### config.mk
export PLATFORM = sky130hd
export DESIGN_NAME = multicycle_ctrl_fsm
export DESIGN_NICKNAME = d
export VERILOG_FILES = /design/src/rtl/cpu_ctrl_pkg.sv /design/src/rtl/multicycle_ctrl_fsm.sv
export SDC_FILE = /design/constraint.sdc
export NUM_CORES = 1
export LEC_CHECK = 0
export ABC_AREA = 1
export CORE_MARGIN = 8
export CORE_UTILIZATION = 30
export DETAILED_ROUTE_END_ITERATION = 8
export PLACE_DENSITY = 0.66
export SLEW_MARGIN = 20
export SYNTH_ARGS = -nofsm -noshare
export SYNTH_HDL_FRONTEND = slang
export SYNTH_SLANG_ARGS = --single-unit
### constraint.sdc
create_clock -name clk -period 3 [get_ports clk]
set_clock_uncertainty 0.2 [all_clocks]
set_input_delay 0.3 -clock clk [delete_from_list [all_inputs] [get_ports clk]]
set_output_delay 0.3 -clock clk [all_outputs]
set_load 0.05 [all_outputs]
### src/rtl/cpu_ctrl_pkg.sv
// Shared encodings for the multicycle CPU control path.
// Holds the opcode values, FSM state codes and the ALUOp, PCSrc and ALUSrcB
// select codes. The ALU decoder and the testbench import the same constants.
package cpu_ctrl_pkg;

  localparam int OPCODE_W_DEF = 6;
  localparam int STATE_W_DEF  = 4;

  // Opcodes, Instr[31:26]
  localparam logic [5:0] OP_RTYPE = 6'b000000;
  localparam logic [5:0] OP_J     = 6'b000010;
  localparam logic [5:0] OP_BEQ   = 6'b000100;
  localparam logic [5:0] OP_ADDI  = 6'b001000;
  localparam logic [5:0] OP_LW    = 6'b100011;
  localparam logic [5:0] OP_SW    = 6'b101011;

  // Controller states. Codes 12-15 are unused and recover to FETCH.
  typedef enum logic [3:0] {
    S_FETCH    = 4'd0,
    S_DECODE   = 4'd1,
    S_MEMADR   = 4'd2,
    S_MEMRD    = 4'd3,
    S_MEMWB    = 4'd4,
    S_MEMWR    = 4'd5,
    S_EXECUTE  = 4'd6,
    S_ALUWB    = 4'd7,
    S_BRANCH   = 4'd8,
    S_ADDIEXEC = 4'd9,
    S_ADDIWB   = 4'd10,
    S_JUMP     = 4'd11
  } state_e;

  // ALUOp codes
  localparam logic [1:0] ALUOP_ADD   = 2'b00;
  localparam logic [1:0] ALUOP_SUB   = 2'b01;
  localparam logic [1:0] ALUOP_FUNCT = 2'b10;

  // PCSrc codes
  localparam logic [1:0] PCSRC_ALURES = 2'b00;
  localparam logic [1:0] PCSRC_ALUOUT = 2'b01;
  localparam logic [1:0] PCSRC_JUMP   = 2'b10;

  // ALUSrcB codes
  localparam logic [1:0] SRCB_REGB    = 2'b00;
  localparam logic [1:0] SRCB_FOUR    = 2'b01;
  localparam logic [1:0] SRCB_IMM     = 2'b10;
  localparam logic [1:0] SRCB_IMM_SH2 = 2'b11;

  function automatic logic is_known_op(input logic [5:0] op);
    return (op == OP_RTYPE) || (op == OP_J)  || (op == OP_BEQ) ||
           (op == OP_ADDI)  || (op == OP_LW) || (op == OP_SW);
  endfunction

endpackage

### src/rtl/multicycle_ctrl_fsm.sv
// Main control FSM of the multicycle CPU.
// Steps each instruction through fetch/decode/execute/memory/writeback and
// drives the datapath mux selects and write enables.
// Ports:
//   clk, rst_n        clock, synchronous active-low reset
//   Opcode            instruction opcode (valid from DECODE onward)
//   Zero              ALU zero flag, gates PCEn in BRANCH
//   mem_ready         memory access completes this cycle
//   IorD, IRWrite, PCEn, PCSrc, ALUSrcA, ALUSrcB, ALUOp,
//   MemWrite, RegWrite, RegDst, MemtoReg   datapath controls
//   illegal_op        one-cycle pulse on an unrecognised opcode in DECODE
//   state_dbg         current state code
module multicycle_ctrl_fsm
  import cpu_ctrl_pkg::*;
#(
  parameter int OPCODE_W = 6,
  parameter int STATE_W  = 4
) (
  input  logic                clk,
  input  logic                rst_n,
  input  logic [OPCODE_W-1:0] Opcode,
  input  logic                Zero,
  input  logic                mem_ready,
  output logic                IorD,
  output logic                IRWrite,
  output logic                PCEn,
  output logic [1:0]          PCSrc,
  output logic                ALUSrcA,
  output logic [1:0]          ALUSrcB,
  output logic [1:0]          ALUOp,
  output logic                MemWrite,
  output logic                RegWrite,
  output logic                RegDst,
  output logic                MemtoReg,
  output logic                illegal_op,
  output logic [STATE_W-1:0]  state_dbg
);

  state_e     state_q, state_d;
  logic [5:0] op;
  logic       pc_write;
  logic       branch;

  assign op        = 6'(Opcode);
  assign state_dbg = STATE_W'(state_q);

  always_ff @(posedge clk) begin
    if (!rst_n) state_q <= S_FETCH;
    else        state_q <= state_d;
  end

  // Next-state logic
  always_comb begin
    state_d = S_FETCH;
    case (state_q)
      S_FETCH:    state_d = mem_ready ? S_DECODE : S_FETCH;
      S_DECODE: begin
        case (op)
          OP_LW, OP_SW: state_d = S_MEMADR;
          OP_RTYPE:     state_d = S_EXECUTE;
          OP_BEQ:       state_d = S_BRANCH;
          OP_ADDI:      state_d = S_ADDIEXEC;
          OP_J:         state_d = S_JUMP;
          default:      state_d = S_FETCH;
        endcase
      end
      S_MEMADR: begin
        // Opcode cannot change here (IRWrite is low), but an unexpected
        // value still falls back to FETCH rather than guessing.
        if (op == OP_LW)      state_d = S_MEMRD;
        else if (op == OP_SW) state_d = S_MEMWR;
        else                  state_d = S_FETCH;
      end
      S_MEMRD:    state_d = mem_ready ? S_MEMWB : S_MEMRD;
      S_MEMWB:    state_d = S_FETCH;
      S_MEMWR:    state_d = mem_ready ? S_FETCH : S_MEMWR;
      S_EXECUTE:  state_d = S_ALUWB;
      S_ALUWB:    state_d = S_FETCH;
      S_BRANCH:   state_d = S_FETCH;
      S_ADDIEXEC: state_d = S_ADDIWB;
      S_ADDIWB:   state_d = S_FETCH;
      S_JUMP:     state_d = S_FETCH;
      default:    state_d = S_FETCH;
    endcase
  end

  // Output decode. Reset overrides the state so a write in progress is
  // cut off in the same cycle rst_n goes low, not one cycle later.
  always_comb begin
    IorD       = 1'b0;
    IRWrite    = 1'b0;
    pc_write   = 1'b0;
    branch     = 1'b0;
    PCSrc      = PCSRC_ALURES;
    ALUSrcA    = 1'b0;
    ALUSrcB    = SRCB_REGB;
    ALUOp      = ALUOP_ADD;
    MemWrite   = 1'b0;
    RegWrite   = 1'b0;
    RegDst     = 1'b0;
    MemtoReg   = 1'b0;
    illegal_op = 1'b0;
    PCEn       = 1'b0;

    if (!rst_n) begin
      ALUSrcB = SRCB_FOUR;
    end else begin
      case (state_q)
        S_FETCH: begin
          ALUSrcB  = SRCB_FOUR;
          IRWrite  = mem_ready;
          pc_write = mem_ready;
        end
        S_DECODE: begin
          ALUSrcB    = SRCB_IMM_SH2;
          illegal_op = !is_known_op(op);
        end
        S_MEMADR: begin
          ALUSrcA = 1'b1;
          ALUSrcB = SRCB_IMM;
        end
        S_MEMRD:  IorD = 1'b1;
        S_MEMWB: begin
          MemtoReg = 1'b1;
          RegWrite = 1'b1;
        end
        S_MEMWR: begin
          IorD     = 1'b1;
          MemWrite = 1'b1;
        end
        S_EXECUTE: begin
          ALUSrcA = 1'b1;
          ALUOp   = ALUOP_FUNCT;
        end
        S_ALUWB: begin
          RegDst   = 1'b1;
          RegWrite = 1'b1;
        end
        S_BRANCH: begin
          ALUSrcA = 1'b1;
          ALUOp   = ALUOP_SUB;
          PCSrc   = PCSRC_ALUOUT;
          branch  = 1'b1;
        end
        S_ADDIEXEC: begin
          ALUSrcA = 1'b1;
          ALUSrcB = SRCB_IMM;
        end
        S_ADDIWB: RegWrite = 1'b1;
        S_JUMP: begin
          PCSrc    = PCSRC_JUMP;
          pc_write = 1'b1;
        end
        default: ;
      endcase
      PCEn = pc_write | (branch & Zero);
    end
  end

endmodule

==> out/metrics.cfg, run 1 <==
[run_status]
status = finished clean

[logic_synthesis]
yosys_register_bits = 4
synth_seq_area_share = 0.161
syn_area_sq_um = 497
ys_types = 16
yosysWarnings = 0
synthCells = 97
syn-num-nets = 107
synth_area_per_cell_sq_um = 5.12

[global_route]
grt_max_degree = 15
antenna_found_initial = 0
grtUsageTotal = 0.107
overflow = 0
first_global_vias = 701
grt_pass1_wl_um = 2920

[placed_design]
dp.cells = 140
hpwl_um = 1490
place.gp.congestion = 0.808
port_buffers = 28

[power]
p_comb_frac = 0.335
swShare = 0.324
clkPwrFrac = 0.355
powerDensity_nw_per_um2 = 223
leakagePower_nw = 0.407
irDropWorstVdd_uv = 150
finalPower_mw = 0.181
p_int_mw = 0.122
p_seq_frac = 0.310
p_sw_mw = 0.0586

[routing]
drt_iter0_markers = 7
vias_per_cell = 4.89
post-route-drc-count = 0
vias = 699
detail-route-antenna-nets = 0
drtPass1Iterations = 4
wl_per_cell_um = 11.8
routed_wl_um = 1690

[critical_path]
critPathMostFrequentCell = clkdlybuf4s50_1
cp_slowest_cell = clkdlybuf4s50_1
end_kind = output pin
critPathKind = primary input to output pin
max_stage_delay_ns = 0.83
worst_setup_path_start_kind = primary input
crit_family = buffers and inverters
critical_path.max_fanout = 14
path_buf_inv = 3
critPathArrivalTime_ns = 2.14
required_ns = 2.50
worstPathCellList = clkdlybuf4s50_1, inv_1, nor3_2, clkdlybuf4s50_1

[layout]
syn_to_final_growth_pct = 63.2
largest_register_ff_count = 4
fillCellCount = 170
drive_gt1_frac = 0.126
antennaDiodeCount = 0
regArea_sq_um = 80.1
stdcell_count = 143
layout.nets = 139
multi_input_area_sq_um = 349

[die]
die_y_um = 56.7
io-pin-count = 29
num_rows = 14
dieArea_sq_um = 3210
start_util = 0.326
core_sq_um = 1520
die_w_um = 56.7

[timing]
drv_slew = 0
slew_headroom = 0.659
hold-worst-slack_ns = 0.548
rsz0062_at_grt = false
max_freq_mhz = 379
period_share = 0.879
worst_pin_slew_ns = 0.511
period_needed_ns = 2.64
hold_viol_final = 0
tns_ns = 0
setup_viol = 0

[cts]
cts_setup_buffers = 0
cts.htree.levels = 1
clk_pin_slew_ns = 0.04
cts_tree = yes
cts_resized = 0
clock_sinks = 4
cts-root-buf = clkbuf_4
hold_buffers = 0
cts_max_path_buffers = 2
numCtsBuffers = 3
clock_latency_ns = 0.23

[run]
drv_cap = 0

[min_path]
hp-class = primary input to flip-flop

synthesized netlist by cell type:
cell	count	area, sq um
a211o_1	1	8.76
a21oi_1	5	25.0
a31oi_1	2	12.5
buf_1	1	3.75
dfxtp_1	4	80.1
inv_1	15	56.3
inv_2	2	7.51
nand2_1	20	75.1
nand2_2	2	12.5
nand3_1	12	60.1
nand4_1	1	6.26
nor2_1	19	71.3
nor2_2	6	37.5
nor3_1	2	10.0
nor3_2	1	10.0
o21ai_0	4	20.0
cell usage in the layout (no fill, tap or decap):
| master | Yosys | layout |
|---|---|---|
| a211o_1 | 1 | 1 |
| a21oi_1 | 5 | 5 |
| a31oi_1 | 2 | 2 |
| buf_4 | 0 | 2 |
| clkbuf_4 | 0 | 3 |
| clkdlybuf4s50_1 | 0 | 26 |
| dfxtp_1 | 4 | 4 |
| inv_1 | 15 | 15 |
| inv_2 | 2 | 2 |
| nand2_1 | 20 | 20 |
| nand2_2 | 2 | 2 |
| nand3_1 | 12 | 12 |
| nand4_1 | 1 | 1 |
| nor2_1 | 19 | 19 |
| nor2_2 | 6 | 6 |
| nor3_1 | 2 | 2 |
| nor3_2 | 1 | 1 |
| o21ai_0 | 4 | 4 |
routing by layer:
layer | share of wire | GRT usage
met5 | 0 | 0
met4 | 0.0077 | 0.0515
met3 | 0.080 | 0.0292
met2 | 0.48 | 0.191
met1 | 0.43 | 0.111
path summary, 6_finish.rpt:
| check | startpoint | end | slack, ns | depth (start not counted) |
|---|---|---|---|---|
| setup / recovery | rst_n | PCSrc[0] | 0.36 | 4 |
| hold / removal | rst_n | state_dbg[0]$_SDFF_PN0_ | 0.55 | 3 |
| setup reg to reg | state_dbg[2]$_SDFF_PN0_ | state_dbg[1]$_SDFF_PN0_ | 1.58 | 7 |
| hold reg to reg | state_dbg[0]$_SDFF_PN0_ | state_dbg[3]$_SDFF_PN0_ | 0.56 | 4 |
kinds of logic after synthesis:
logic type,count (synthesis),synth area share
buf+inv,18,0.136
compound gates,12,0.133
flops,4,0.161
simple gates,63,0.569
tightest hold or removal path, cell delays in order:
cell and delay [ns]:
clkdlybuf4s50_1 0.48, nand2_1 0.11, inv_1 0.03
power groups by stage:
stage	clock, mW	combinational (mW)	sequential (mW)
6_report	0.0642	0.0607	0.0560
5_1_grt	0.0696	0.0662	0.0562
4_1_cts	0.0671	0.0611	0.0560
3_5_place_dp	0	0.0608	0.0568
3_3_place_gp	0	0.0604	0.0568
2_1_floorplan	0	0.0311	0.0604
per-stage QoR:
stage	util	setup slack, ns	area, sq um
after floorplan	-	0.274	497
after global placement	0.517	0.381	788
after detailed placement	0.517	0.368	788
after CTS	0.532	0.359	811
after global routing	0.532	0.203	811
final	0.532	0.363	811
area by class of cell:
cell class,count,share of cell area
sequential,4,0.0988
clock buffer,3,0.0278
multi-input combinational,75,0.431
tap,16,0.0247
inverter,17,0.0787
timing repair buffer,28,0.340
Power figures use the tool's default switching activity.
==> run 2: changes to the inputs <==
--- a/config.mk
+++ b/config.mk
@@ -6,6 +6,7 @@
 export NUM_CORES = 1
 export LEC_CHECK = 0
 export ABC_AREA = 1
+export CAP_MARGIN = 10
 export CORE_MARGIN = 8
 export CORE_UTILIZATION = 30
 export DETAILED_ROUTE_END_ITERATION = 8
==> results of run 2 <==
No change in the layout: final DEF, timing and power equal those of run 1.
